**src/rtl/oam_dma_if.sv**
```systemverilog
// CPU-side and system-side memory bus bundle for the sprite DMA controller.
// master is the controller's view; slave is the CPU/memory side.
interface oam_dma_if;
    logic [15:0] cpu_addr;
    logic [7:0]  cpu_data_out;
    logic        cpu_write_en;
    logic        cpu_read_en;
    logic [15:0] mem_addr;
    logic [7:0]  mem_data_out;
    logic        mem_write_en;
    logic        mem_read_en;
    logic [7:0]  mem_data_in;

    modport master (
        input  cpu_addr, cpu_data_out, cpu_write_en, cpu_read_en, mem_data_in,
        output mem_addr, mem_data_out, mem_write_en, mem_read_en
    );

    modport slave (
        output cpu_addr, cpu_data_out, cpu_write_en, cpu_read_en, mem_data_in,
        input  mem_addr, mem_data_out, mem_write_en, mem_read_en
    );
endinterface

```
**src/rtl/oam_dma_ctrl.sv**
```systemverilog
// Sprite DMA engine: passes the CPU bus through when idle; a write to the trigger address
// halts the CPU and copies one page of memory to the OAM data port.
module oam_dma_ctrl #(
    parameter logic [15:0] DMA_TRIG_ADDR = 16'h4014,
    parameter logic [15:0] OAM_DATA_ADDR = 16'h2004,
    parameter int unsigned XFER_LEN      = 256
) (
    input  logic      clk,
    input  logic      rst,
    input  logic      soft_rst,
    oam_dma_if.master bus,
    output logic      cpu_halt,
    output logic      dma_busy
);
    typedef enum logic [2:0] {StIdle, StDummy, StAlign, StRead, StWrite} state_e;

    localparam logic [7:0] LastIdx = 8'(XFER_LEN - 1);

    state_e      state_q, state_d;
    logic [7:0]  page_q, page_d;
    logic [7:0]  idx_q, idx_d;
    logic        par_q;
    logic        halt_q;
    logic        trigger;
    logic [15:0] addr_c;
    logic [7:0]  data_c;
    logic        we_c, re_c;

    assign trigger = bus.cpu_write_en && (bus.cpu_addr == DMA_TRIG_ADDR);

    always_comb begin
        state_d = state_q;
        page_d  = page_q;
        idx_d   = idx_q;
        addr_c  = 16'h0000;
        data_c  = 8'h00;
        we_c    = 1'b0;
        re_c    = 1'b0;
        unique case (state_q)
            StIdle: begin
                addr_c = bus.cpu_addr;
                data_c = bus.cpu_data_out;
                re_c   = bus.cpu_read_en;
                // The trigger write is consumed here, never forwarded to the system bus.
                we_c   = bus.cpu_write_en && !trigger;
                if (trigger && !soft_rst) begin
                    page_d  = bus.cpu_data_out;
                    idx_d   = 8'h00;
                    state_d = StDummy;
                end
            end
            StDummy: state_d = par_q ? StAlign : StRead;
            StAlign: state_d = StRead;
            StRead: begin
                addr_c  = {page_q, idx_q};
                re_c    = 1'b1;
                state_d = StWrite;
            end
            StWrite: begin
                addr_c = OAM_DATA_ADDR;
                data_c = bus.mem_data_in;
                we_c   = 1'b1;
                if (idx_q == LastIdx) begin
                    state_d = StIdle;
                end else begin
                    idx_d   = idx_q + 8'd1;
                    state_d = StRead;
                end
            end
            default: state_d = StIdle;
        endcase
        if (soft_rst) state_d = StIdle;
    end

    always_ff @(posedge clk) begin
        if (rst) begin
            state_q <= StIdle;
            page_q  <= 8'h00;
            idx_q   <= 8'h00;
            par_q   <= 1'b0;
            halt_q  <= 1'b0;
        end else begin
            state_q <= state_d;
            page_q  <= page_d;
            idx_q   <= idx_d;
            par_q   <= ~par_q;
            halt_q  <= (state_d != StIdle);
        end
    end

    assign bus.mem_addr     = addr_c;
    assign bus.mem_data_out = data_c;
    assign bus.mem_write_en = we_c;
    assign bus.mem_read_en  = re_c;
    assign cpu_halt         = halt_q;
    assign dma_busy         = halt_q;
endmodule

```
**src/flat_wrapper.sv**
```systemverilog
// flat-port wrapper written by rule: the top's interface ports become plain ports
module oam_dma_ctrl_flat 
#(
    parameter logic [15:0] DMA_TRIG_ADDR = 16'h4014,
    parameter logic [15:0] OAM_DATA_ADDR = 16'h2004,
    parameter int unsigned XFER_LEN      = 256
)
  (clk, rst, soft_rst, cpu_halt, dma_busy, bus_cpu_addr, bus_cpu_data_out, bus_cpu_write_en, bus_cpu_read_en, bus_mem_data_in, bus_mem_addr, bus_mem_data_out, bus_mem_write_en, bus_mem_read_en);
  oam_dma_if bus_i ();
  input  logic clk;
  input  logic rst;
  input  logic soft_rst;
  output logic cpu_halt;
  output logic dma_busy;
  input wire logic [$bits(bus_i.cpu_addr)-1:0] bus_cpu_addr;
  input wire logic [$bits(bus_i.cpu_data_out)-1:0] bus_cpu_data_out;
  input wire logic [$bits(bus_i.cpu_write_en)-1:0] bus_cpu_write_en;
  input wire logic [$bits(bus_i.cpu_read_en)-1:0] bus_cpu_read_en;
  input wire logic [$bits(bus_i.mem_data_in)-1:0] bus_mem_data_in;
  output wire logic [$bits(bus_i.mem_addr)-1:0] bus_mem_addr;
  output wire logic [$bits(bus_i.mem_data_out)-1:0] bus_mem_data_out;
  output wire logic [$bits(bus_i.mem_write_en)-1:0] bus_mem_write_en;
  output wire logic [$bits(bus_i.mem_read_en)-1:0] bus_mem_read_en;
  assign bus_i.cpu_addr = bus_cpu_addr;
  assign bus_i.cpu_data_out = bus_cpu_data_out;
  assign bus_i.cpu_write_en = bus_cpu_write_en;
  assign bus_i.cpu_read_en = bus_cpu_read_en;
  assign bus_i.mem_data_in = bus_mem_data_in;
  assign bus_mem_addr = bus_i.mem_addr;
  assign bus_mem_data_out = bus_i.mem_data_out;
  assign bus_mem_write_en = bus_i.mem_write_en;
  assign bus_mem_read_en = bus_i.mem_read_en;
  oam_dma_ctrl #(.DMA_TRIG_ADDR(DMA_TRIG_ADDR), .OAM_DATA_ADDR(OAM_DATA_ADDR), .XFER_LEN(XFER_LEN)) u_core (.clk(clk), .rst(rst), .soft_rst(soft_rst), .bus(bus_i), .cpu_halt(cpu_halt), .dma_busy(dma_busy));
endmodule
```
**config.mk**
```make
export PLATFORM = sky130hd
export DESIGN_NAME = oam_dma_ctrl_flat
export DESIGN_NICKNAME = d
export VERILOG_FILES = /design/src/rtl/oam_dma_if.sv /design/src/rtl/oam_dma_ctrl.sv /design/src/flat_wrapper.sv
export SDC_FILE = /design/constraint.sdc
export NUM_CORES = 1
export LEC_CHECK = 0
export ABC_AREA = 0
export CORE_ASPECT_RATIO = 0.8
export CORE_MARGIN = 2
export CORE_UTILIZATION = 41
export CTS_CLUSTER_DIAMETER = 80
export CTS_CLUSTER_SIZE = 12
export DETAILED_ROUTE_END_ITERATION = 16
export HOLD_SLACK_MARGIN = 0.02
export PLACE_DENSITY = 0.8
export SLEW_MARGIN = 10
export SYNTH_ARGS = -nofsm -noshare
export SYNTH_HDL_FRONTEND = slang
export SYNTH_SLANG_ARGS = --single-unit
```
**constraint.sdc**
```tcl
create_clock -name clk -period 2.87 [get_ports clk]
set_input_delay 0.861 -clock clk [delete_from_list [all_inputs] [get_ports clk]]
set_output_delay 0.861 -clock clk [all_outputs]
set_load 0.02 [all_outputs]
```
# Word level (Yosys, flattened, before mapping)
# Index checks and enable logic that the tools add are counted.
# W data, S select, Z words.
[word_totals]
ff_bits = 21
latch_bits = 0
mem_bits_rw = 0
romBits = 0
in_bits = 37
output_inout_bits = 28
elab_cells = 37
mem_count = 0
[op_classes]
add_sub_neg = 1
n_mul = 0
div_mod_pow = 0
n_lt_le_gt_ge = 0
eq_ne = 8
shift = 0
mux = 12
n_bitwise = 1
reduce_logical = 10
[op_table]
columns = ["cell", "n"]
rows = [
  ["$pmux W16 S3", 1],
  ["$pmux W8 S2", 2],
  ["$eq A16 B15 Y1 const B", 1],
  ["$mux W8", 2],
  ["$pmux W3 S5", 1],
  ["$add A8 B1 Y8 const B", 1],
  ["$eq A8 B8 Y1 const B", 1],
  ["$eq A3 B2 Y1 const B", 2],
  ["$mux W3", 2],
  ["$pmux W1 S2", 2],
  ["$eq A3 B1 Y1 const B", 1],
  ["$eq A3 B3 Y1 const B", 1],
  ["$logic_and A1 B1 Y1", 3],
  ["$logic_not A3 Y1", 1],
  ["$reduce_and A3 Y1", 1],
  ["$reduce_bool A3 Y1", 1],
  ["$logic_not A1 Y1", 2],
  ["$mux W2", 1],
  ["$ne A2 B1 Y1 const B", 1],
  ["$ne A2 B2 Y1 const B", 1],
  ["$reduce_and A2 Y1", 1],
  ["$reduce_bool A2 Y1", 1],
  ["$mux W1", 1],
  ["$not A1 Y1", 1],
]

# Depth between registers and ports, before layout
# Gate-level depths: netlist of run 1.
[depth]
ltp_word = 7
depth_mapped = 6
depth_no_buf = 5

# Least setup slack after synthesis of run 1
# OpenSTA, ideal clock, no wires.
[synth_path]
kind = "input to output"
from = "in bus_cpu_addr[0]"
to = "out bus_mem_write_en"
arrival_ns = 1.741
t_required_ns = 2.009
slack_ns = 0.268
cell_stages = 4
n_path_buf = 0
cell_sequence = "nor4_1 -> nand4_2 -> a21oi_1 -> nor2_1"
[synth_between]
elab_chain_cells = 5
[synth_lines]
columns = ["element", "line_no", "text"]
rows = [
  ["start: declaration", "flat_wrapper.sv:15", "input wire logic [$bits(bus_i.cpu_addr)-1:0] bus_cpu_addr;"],
  ["$eq A16 B15 Y1", "oam_dma_ctrl.sv:29", "assign trigger = bus.cpu_write_en && (bus.cpu_addr == DMA_TRIG_ADDR);"],
  ["$logic_and A1 B1 Y1", "oam_dma_ctrl.sv:29", ""],
  ["$logic_not A1 Y1", "oam_dma_ctrl.sv:45", "we_c = bus.cpu_write_en && !trigger;"],
  ["$logic_and A1 B1 Y1", "oam_dma_ctrl.sv:45", ""],
  ["$pmux W1 S2", "oam_dma_ctrl.sv:39", "unique case (state_q)"],
  ["end: declaration", "flat_wrapper.sv:22", "output wire logic [$bits(bus_i.mem_write_en)-1:0] bus_mem_write_en;"],
]
# No other way between the ends.

# Final worst setup path of run 1
[layout_path]
from = "in bus_cpu_addr[6]"
to = "out bus_mem_write_en"
# The elaborated chain is that of the path after synthesis.

==> run_results.csv, run 1 <==
group,metric,value,unit
floorplan,fp.dieH,55.7,microns
global_routing,grt_first_pass_wirelength,6650,microns
placed_design,dp_slack,-0.738,ns
layout,synthToLayoutAreaGrowth,61.5,%
clocking,clkLatencyLatePin,0.26,ns
global_routing,grt_pass1_vias,1524,
synth,ys_seq_area_frac,0.307,
drt,ant_nets,0,
layout,fillerInstances,244,
floorplan,die_area,3820,sq um
floorplan,core,3130,sq um
critical_path,required,2.01,ns
layout,final_cells,276,
power,ir_drop,0.240,mV
status,status,"finished clean",
clocking,cts_tree,"built",
clocking,cts_buffer_depth,2,
power,clockPowerShare,0.309,
synth,ys_ff_latch,21,
timing,setup_viol,0,
layout,finalNetCount,275,
timing,fin_crit,2.84,ns
power,switching_power,173,uW
drt,vias,1560,
critical_path,critPathMaxFanout,2,
flow_run,maxCapViolCount,0,
power,combPwrFrac,0.240,
timing,period_share,0.988,
synth,avgSynthCellArea,8.56,sq um
clocking,htree_levels,1,
timing,setup_ws,0.0340,ns
timing,slew_violations,0,
drt,drt-pass1-iter-count,4,
synth,synth-edff-count,0,
floorplan,num_rows,18,
synth,synthArstFlopShare,0,
critical_path,startpoint_type,"input pin",
layout,antenna_cells,0,
drt,vias_per_cell,5.65,
synth,yosysUniqueCellTypes,46,
synth,ys_top_cells_by_area,"dfxtp_1, a22o_1, mux2i_1",
clocking,clk_pin_slew_worst_paths,0.08,ns
placed_design,routabilityCongestion,0.820,
synth,synth_top_area_frac,0.307,
timing,whs,0.418,ns
floorplan,die_w,68.6,microns
synth,yosysWarnings,0,
power,p_sw_frac,0.267,
power,leakage,0.000973,uW
timing,max_freq,353,MHz
global_routing,antenna_found_initial,0,
synth,synth_ff_type,"dfxtp_1",
layout,postLayoutCoreUtil,0.706,
drt,wl_per_cell,15.5,microns
drt,drt-initial-drc-count,98,
hold_path,hp-class,"reg -> reg",
timing,worst_pin_slew,0.553,ns
timing,relSlewSlack,0.632,
clocking,ctsHoldBuffers,0,
floorplan,start_util,0.437,
global_routing,grt_overflow,0,
synth,synth_top_cell_by_area,"dfxtp_1",
clocking,cts_buffers,3,
critical_path,worst_ep_arrival_time,1.97,ns
floorplan,ioPinCount,65,
power,p_total,648,uW
clocking,clockRootBuffer,"clkbuf_8",
synth,synth_nets,198,
placed_design,dp_cells,272,
timing,hold_viol_final,0,
synth,synthCells,160,
timing,clock_skew,0.00294,ns
clocking,post_cts_buffers,0,
layout,drive_gt1_frac,0.186,
power,p_per_area,293,nW/um^2
clocking,cts_sinks,21,
drt,wirelength,4270,microns
global_routing,grt_usage,0.225,
placed_design,hpwl,3270,microns
critical_path,path_class,"in -> out",
power,intPower,475,uW
placed_design,port_buffers,64,
power,p_seq_frac,0.451,
global_routing,grt_max_degree,15,
synth,syn_area,1370,sq um
critical_path,endpoint_kind,"primary output",
drt,drc,0,
## path summary, 6_finish.rpt
check,from,cells after the start,slack [ns],end
worst max-delay path,bus_cpu_addr[6],7,0.03,bus_mem_write_en
worst min-delay path,u_core.par_q$_SDFF_PP0_,1,0.42,u_core.par_q$_SDFF_PP0_
worst max register to register,u_core.state_q[2]$_SDFF_PP0_,5,1.17,u_core.idx_q[4]$_SDFFE_PP0P_
worst min register to register,u_core.par_q$_SDFF_PP0_,1,0.42,u_core.par_q$_SDFF_PP0_
## logic make-up after synthesis
logic type      synth area share
buf+inv                   0.0585
fa+ha+maj                0.00914
simple gates               0.291
mux                       0.0804
flops                      0.307
xor+xnor                  0.0128
compound gates             0.241
## cells in the final DEF (no fill, tap or decap), types with 3 or more instances in the layout
| cell type | n |
|---|---|
| dfxtp_1 | 19 |
| mux2i_1 | 11 |
| nand4b_1 | 8 |
| nor2_1 | 19 |
| dlygate4sd2_1 | 22 |
| a22o_1 | 14 |
| nand2_1 | 7 |
| nand4_1 | 4 |
| dlymetal6s2s_1 | 13 |
| clkbuf_2 | 3 |
| o21ai_0 | 13 |
| a21oi_1 | 10 |
| buf_4 | 22 |
| clkbuf_8 | 3 |
| clkdlybuf4s50_1 | 24 |
## routing by layer
metal,GRT usage,wire (microns)
met4,0.0429,14
met5,0,0
met3,0.0506,335
met1,0.271,1770
met2,0.401,2150
## sequential cells by signal, summed over array words and instances, names as in the netlist
name and cells:
u_core.idx_q 8, u_core.page_q 8, u_core.par_q 1, u_core.cpu_halt 1, u_core.state_q 3
## critical path, cell delays in order
cell and delay (ns):
clkdlybuf4s15_1 0.21, nor4_2 0.26, buf_4 0.18, nand4_4 0.08
a21oi_2 0.15, nor2_1 0.05, buf_4 0.18
## power groups by stage
stage | clock network, uW | registers, uW | logic (uW)
2_1_floorplan | 0 | 299 | 57.7
3_3_place_gp | 0 | 299 | 166
3_5_place_dp | 0 | 299 | 168
4_1_cts | 199 | 292 | 158
5_1_grt | 215 | 293 | 166
6_report | 200 | 292 | 155
## cells in the mapped netlist (3+ instances only)
cell type and count:
clkbuf_1 5, dfxtp_1 21, nand4_1 4, nand4b_1 8, mux2i_1 11, o21ai_0 13
a22o_1 14, nor4_1 3, nor2_1 19, nand2_1 7, a21oi_1 11
## metrics by stage
step,instance area [sq um],setup TNS (ns)
after floorplan,1370,0
after global placement,2140,-2.87
after detailed placement,2140,-3.19
after CTS,2180,-0.191
after global routing,2210,-0.0436
final,2210,0
## repair_timing
| item | in CTS | in global routing |
|---|---|---|
| gates cloned | 0 | 0 |
| pin swaps | 4 | 6 |
| setup endpoints to repair | 26 | 4 |
| endpoints found under the hold margin | 0 | 0 |
| resized for setup | 37 | 21 |
## layout make-up
cell class	instances	area, sq um	share of cell area
clock buffer	3	41.3	0.0187
clock inverter	1	5.00	0.00226
inverter	1	3.75	0.00170
multi-input combinational	125	902	0.408
sequential	21	423	0.191
tap	40	50.0	0.0226
timing repair buffer	85	786	0.355
(Power assumes the default switching activity.)
==> run 2, diff against run 1 <==
--- a/config.mk
+++ b/config.mk
@@ -8,12 +8,12 @@
 export ABC_AREA = 0
 export CORE_ASPECT_RATIO = 0.8
 export CORE_MARGIN = 2
-export CORE_UTILIZATION = 41
+export CORE_UTILIZATION = 38
 export CTS_CLUSTER_DIAMETER = 80
 export CTS_CLUSTER_SIZE = 12
 export DETAILED_ROUTE_END_ITERATION = 16
 export HOLD_SLACK_MARGIN = 0.02
-export PLACE_DENSITY = 0.8
+export PLACE_DENSITY = 0.75
 export SLEW_MARGIN = 10
 export SYNTH_ARGS = -nofsm -noshare
 export SYNTH_HDL_FRONTEND = slang
==> run 2 against run 1 <==
  * The run now ends with setup timing left
  * Cell count grew 0.36%
  * Non-clock buffer count shrank 1
  * Sequential power is essentially flat
  * Clock skew is essentially flat
  * Critical path type unchanged
  * Clock power shrank 2%
  * Critical endpoint unchanged
  * Maximum frequency shrank 2.9%
  * Global-route usage shrank 1.9 points
==> run_results.csv, run 2 (synthesis gave the netlist of run 1 again) <==
group,metric,value,unit
timing,period_share,1.02,
global_routing,grt_overflow,0,
clocking,clockRootBuffer,"clkbuf_8",
flow_run,maxCapViolCount,0,
placed_design,hpwl,3190,microns
clocking,cts_tree,"built",
timing,setup_viol,1,
timing,max_freq,342,MHz
critical_path,rr_worst_depth,5,
clocking,post_cts_buffers,0,
clocking,cts_buffers,3,
placed_design,port_buffers,64,
critical_path,endpoint,"bus_mem_write_en",
critical_path,startpoint,"bus_cpu_addr[12]",
drt,vias_per_cell,5.50,
timing,relSlewSlack,0.721,
clocking,clkLatencyLatePin,0.26,ns
global_routing,grt_pass1_vias,1462,
power,leakage,0.000919,uW
critical_path,timing.rr.start,"u_core.state_q[2]$_SDFF_PP0_",
global_routing,antenna_found_initial,0,
floorplan,ioPinCount,65,
hold_path,hold_depth,1,
drt,vias,1523,
layout,final_cells,277,
status,status,"finished, violations left",
layout,finalNetCount,274,
critical_path,critPathMaxFanout,2,
timing,worst_pin_slew,0.419,ns
floorplan,start_util,0.397,
drt,wl_per_cell,15.1,microns
timing,tns,-0.0504,ns
floorplan,die_area,4100,sq um
power,ir_drop,0.192,mV
layout,antenna_cells,0,
drt,wirelength,4200,microns
floorplan,core,3450,sq um
layout,final_common_cell,"clkdlybuf4s50_1",
timing,clock_skew,0.00288,ns
placed_design,dp_cells,273,
clocking,cts_sinks,21,
critical_path,r2r-end,"u_core.idx_q[0]$_SDFFE_PP0P_",
hold_path,hp-class,"reg -> reg",
placed_design,routabilityCongestion,0.801,
clocking,cts_buffer_depth,2,
layout,layout_common_cells,"clkdlybuf4s50_1, dlygate4sd2_1, buf_4",
timing,hold_viol_final,0,
critical_path,startpoint_type,"input pin",
critical_path,endpoint_kind,"primary output",
power,p_per_area,293,nW/um^2
status,violations,"setup timing",
critical_path,worst_ep_arrival_time,2.06,ns
floorplan,fp.dieH,57.7,microns
critical_path,required,2.01,ns
critical_path,path_class,"in -> out",
drt,drt-pass1-iter-count,4,
global_routing,grt_usage,0.207,
layout,synthToLayoutAreaGrowth,60.8,%
clocking,ctsHoldBuffers,0,
clocking,clk_pin_slew_worst_paths,0.08,ns
timing,rsz0062_at_grt,"true",
drt,drt-initial-drc-count,88,
drt,ant_nets,0,
floorplan,die_w,71.1,microns
timing,whs,0.451,ns
timing,setup_ws,-0.0504,ns
layout,postLayoutCellArea,2200,sq um
global_routing,grt_max_degree,15,
global_routing,grt_first_pass_wirelength,6800,microns
layout,reg_top3,"u_core.idx_q (8), u_core.page_q (8), u_core.state_q (3)",
drt,drc,0,
placed_design,place_area,2140,sq um
floorplan,num_rows,19,
clocking,htree_levels,1,
timing,fin_crit,2.92,ns
layout,drive_gt1_frac,0.179,
timing,slew_violations,0,
critical_path,r2r_slack,1.17,ns
## run 2: changes by cell type in the layout (fill, tap and decap cells not counted), moves of 3 or more
cell and delta:
clkbuf_2 -3, dlymetal6s2s_1 -6, dlygate4sd2_1 +5, clkdlybuf4s50_1 +5
## run 2: routing by layer
metal | track usage | vias up | share of wire
li1 | - | 754 | -
met1 | 0.283 | 708 | 0.45
met2 | 0.354 | 59 | 0.48
met3 | 0.0365 | 2 | 0.062
met4 | 0.0296 | 0 | 0.0021
met5 | 0 | - | 0
## run 2: worst max-delay path: stages
cell	delay [ns]
dlygate4sd2_1	0.25
nor4_2	0.29
buf_4	0.17
nand4_4	0.11
a21oi_2	0.16
nor2_1	0.05
buf_4	0.16
## run 2: final cells by class
cell class,instances,area [sq um]
fill,287,1250
multi-input combinational,125,902
timing repair buffer,84,772
sequential,21,424
tap,42,52.6
clock buffer,3,41.3
clock inverter,1,5.00
inverter,1,3.75
## run 2: metrics by stage
stage / util / total power (uW) / worst slack (ns)
floorplan: - / 357 / 0.268
global placement: 0.620 / 466 / -0.719
detailed placement: 0.620 / 468 / -0.771
CTS: 0.630 / 649 / -0.127
global route: 0.638 / 672 / -0.101
finish: 0.638 / 645 / -0.0504
## run 2: how the worst min path moves through the flow
stage / start / end
floorplan: u_core.par_q$_SDFF_PP0_ / u_core.par_q$_SDFF_PP0_
global placement: u_core.par_q$_SDFF_PP0_ / u_core.par_q$_SDFF_PP0_
detailed placement: u_core.par_q$_SDFF_PP0_ / u_core.par_q$_SDFF_PP0_
CTS: u_core.par_q$_SDFF_PP0_ / u_core.par_q$_SDFF_PP0_
global route: u_core.par_q$_SDFF_PP0_ / u_core.par_q$_SDFF_PP0_
finish: u_core.par_q$_SDFF_PP0_ / u_core.par_q$_SDFF_PP0_
## run 2: what timing repair did
item | 4_1_cts | 5_1_grt
pin swaps | 5 | 6
setup endpoints to repair | 26 | 9
resized for setup | 38 | 10
## run 2: power by group
| group | switching [uW] | internal, uW |
|---|---|---|
| sequential | 0.703 | 292 |
| combinational | 69.7 | 87.2 |
| clock | 99.0 | 96.7 |
| total | 169 | 476 |
==> run 3, diff against run 2 <==
--- a/config.mk
+++ b/config.mk
@@ -7,7 +7,7 @@
 export LEC_CHECK = 0
 export ABC_AREA = 0
 export CORE_ASPECT_RATIO = 0.8
-export CORE_MARGIN = 2
+export CORE_MARGIN = 4
 export CORE_UTILIZATION = 38
 export CTS_CLUSTER_DIAMETER = 80
 export CTS_CLUSTER_SIZE = 12
==> run 3 against run 2 <==
  * The run now ends clean
  * Clock power is essentially flat
  * Highest routed layer unchanged
  * Register-to-register slack gained 0.06 ns
  * Critical path type unchanged
  * Combinational power is essentially flat
  * Via count shrank 1.8%
  * Sequential share of layout area is essentially flat
  * Global-route usage shrank 1.8 points
  * Maximum frequency grew 4.8%
  * Critical endpoint unchanged
==> run_results.csv, run 3 (synthesis gave the netlist of run 1 again) <==
group,metric,value,unit
floorplan,fp.dieH,61.7,microns
critical_path,worst_ep_arrival_time,1.93,ns
status,status,"finished clean",
layout,drive_gt1_frac,0.195,
drt,drt-pass1-iter-count,4,
power,intPower,476,uW
hold_path,hold_depth,1,
clocking,clockRootBuffer,"clkbuf_8",
timing,relSlewSlack,0.659,
floorplan,ioPinCount,65,
floorplan,core,3450,sq um
timing,whs,0.419,ns
layout,postLayoutCoreUtil,0.638,
layout,synthToLayoutAreaGrowth,60.6,%
clocking,cts_buffers,3,
drt,drc,0,
power,leakage,0.000942,uW
floorplan,die_w,75.1,microns
power,p_seq_frac,0.453,
flow_run,maxCapViolCount,0,
drt,vias,1495,
drt,ant_nets,0,
layout,finalNetCount,275,
timing,max_freq,359,MHz
power,switching_power,170,uW
critical_path,path_class,"in -> out",
hold_path,hp-class,"reg -> reg",
global_routing,antenna_found_initial,0,
power,ir_drop,0.255,mV
global_routing,grt_max_degree,15,
drt,wl_per_cell,15.6,microns
global_routing,grt_pass1_vias,1497,
layout,final_common_cell,"clkdlybuf4s50_1",
placed_design,place_area,2140,sq um
timing,period_share,0.971,
placed_design,port_buffers,64,
clocking,cts_buffer_depth,2,
timing,hold_viol_final,0,
critical_path,endpoint_kind,"primary output",
global_routing,grt_overflow,0,
drt,wirelength,4340,microns
power,p_sw_frac,0.263,
timing,rsz0062_at_grt,"false",
critical_path,startpoint_type,"input pin",
timing,slew_violations,0,
timing,clock_skew,0.000560,ns
timing,tns,0,ns
clocking,cts_sinks,21,
power,combPwrFrac,0.243,
clocking,clk_pin_slew_worst_paths,0.08,ns
placed_design,routabilityCongestion,0.762,
clocking,ctsHoldBuffers,0,
floorplan,num_rows,19,
floorplan,die_area,4630,sq um
placed_design,hpwl,3360,microns
clocking,clkLatencyLatePin,0.26,ns
timing,worst_pin_slew,0.511,ns
critical_path,rr_worst_depth,5,
power,clockPowerShare,0.304,
power,p_per_area,294,nW/um^2
floorplan,start_util,0.397,
drt,vias_per_cell,5.38,
layout,antenna_cells,0,
layout,layout_common_cells,"clkdlybuf4s50_1, buf_4, dlygate4sd2_1",
layout,fillerInstances,289,
drt,drt-initial-drc-count,138,
global_routing,grt_usage,0.189,
clocking,post_cts_buffers,0,
timing,fin_crit,2.79,ns
timing,setup_viol,0,
clocking,cts_tree,"built",
power,p_total,646,uW
critical_path,critPathMaxFanout,2,
global_routing,grt_first_pass_wirelength,6640,microns
critical_path,required,2.01,ns
layout,postLayoutCellArea,2200,sq um
clocking,htree_levels,1,
layout,reg_top3,"u_core.idx_q (8), u_core.page_q (8), u_core.state_q (3)",
## run 3: through the flow
step                      setup WS [ns]  std cells
final                            0.0834        278
after global routing            0.00971        278
after CTS                        -0.184        278
after detailed placement         -0.692        274
after global placement           -0.711        274
after floorplan                   0.268        160
## run 3: what timing repair did
item	CTS	global route
setup endpoints to repair	26	6
pin swaps	4	6
cloned	0	0
resized for setup	35	23
## run 3: worst max-delay path, cell delays in order
cell and delay (ns):
dlymetal6s2s_1 0.15, nor4b_4 0.37, nand4_4 0.14, a21oi_2 0.16, nor2_1 0.05, buf_4 0.18
## run 3: worst paths after layout
| path | from | endpoint | slack (ns) |
|---|---|---|---|
| setup reg to reg | u_core.state_q[2]$_SDFF_PP0_ | u_core.idx_q[7]$_SDFFE_PP0P_ | 1.23 |
| hold / removal | u_core.par_q$_SDFF_PP0_ | u_core.par_q$_SDFF_PP0_ | 0.42 |
| hold reg to reg | u_core.par_q$_SDFF_PP0_ | u_core.par_q$_SDFF_PP0_ | 0.42 |
| setup / recovery | bus_cpu_addr[11] | bus_mem_write_en | 0.08 |
## run 3: area by class of cell
class	instances	area, sq um	share of cell area
multi-input cells	125	902	0.410
repair buffers	85	771	0.351
flip-flops and latches	21	423	0.192
well taps	42	52.6	0.0239
clock buffers	3	41.3	0.0188
clock inverters	1	5.00	0.00228
inverters	1	3.75	0.00171
## run 3: power by group through the flow
stage | sequential, uW | combinational, uW | clock [uW]
floorplan | 299 | 57.7 | 0
global placement | 299 | 167 | 0
detailed placement | 299 | 170 | 0
CTS | 292 | 160 | 200
global route | 293 | 167 | 212
finish | 292 | 157 | 196
## run 3: routing by layer
metal,track usage,share of wire,vias to the layer above
li1,-,-,754
met1,0.234,0.44,679
met2,0.337,0.49,58
met3,0.0375,0.071,4
met4,0.0457,0.0069,0
met5,0,0,-
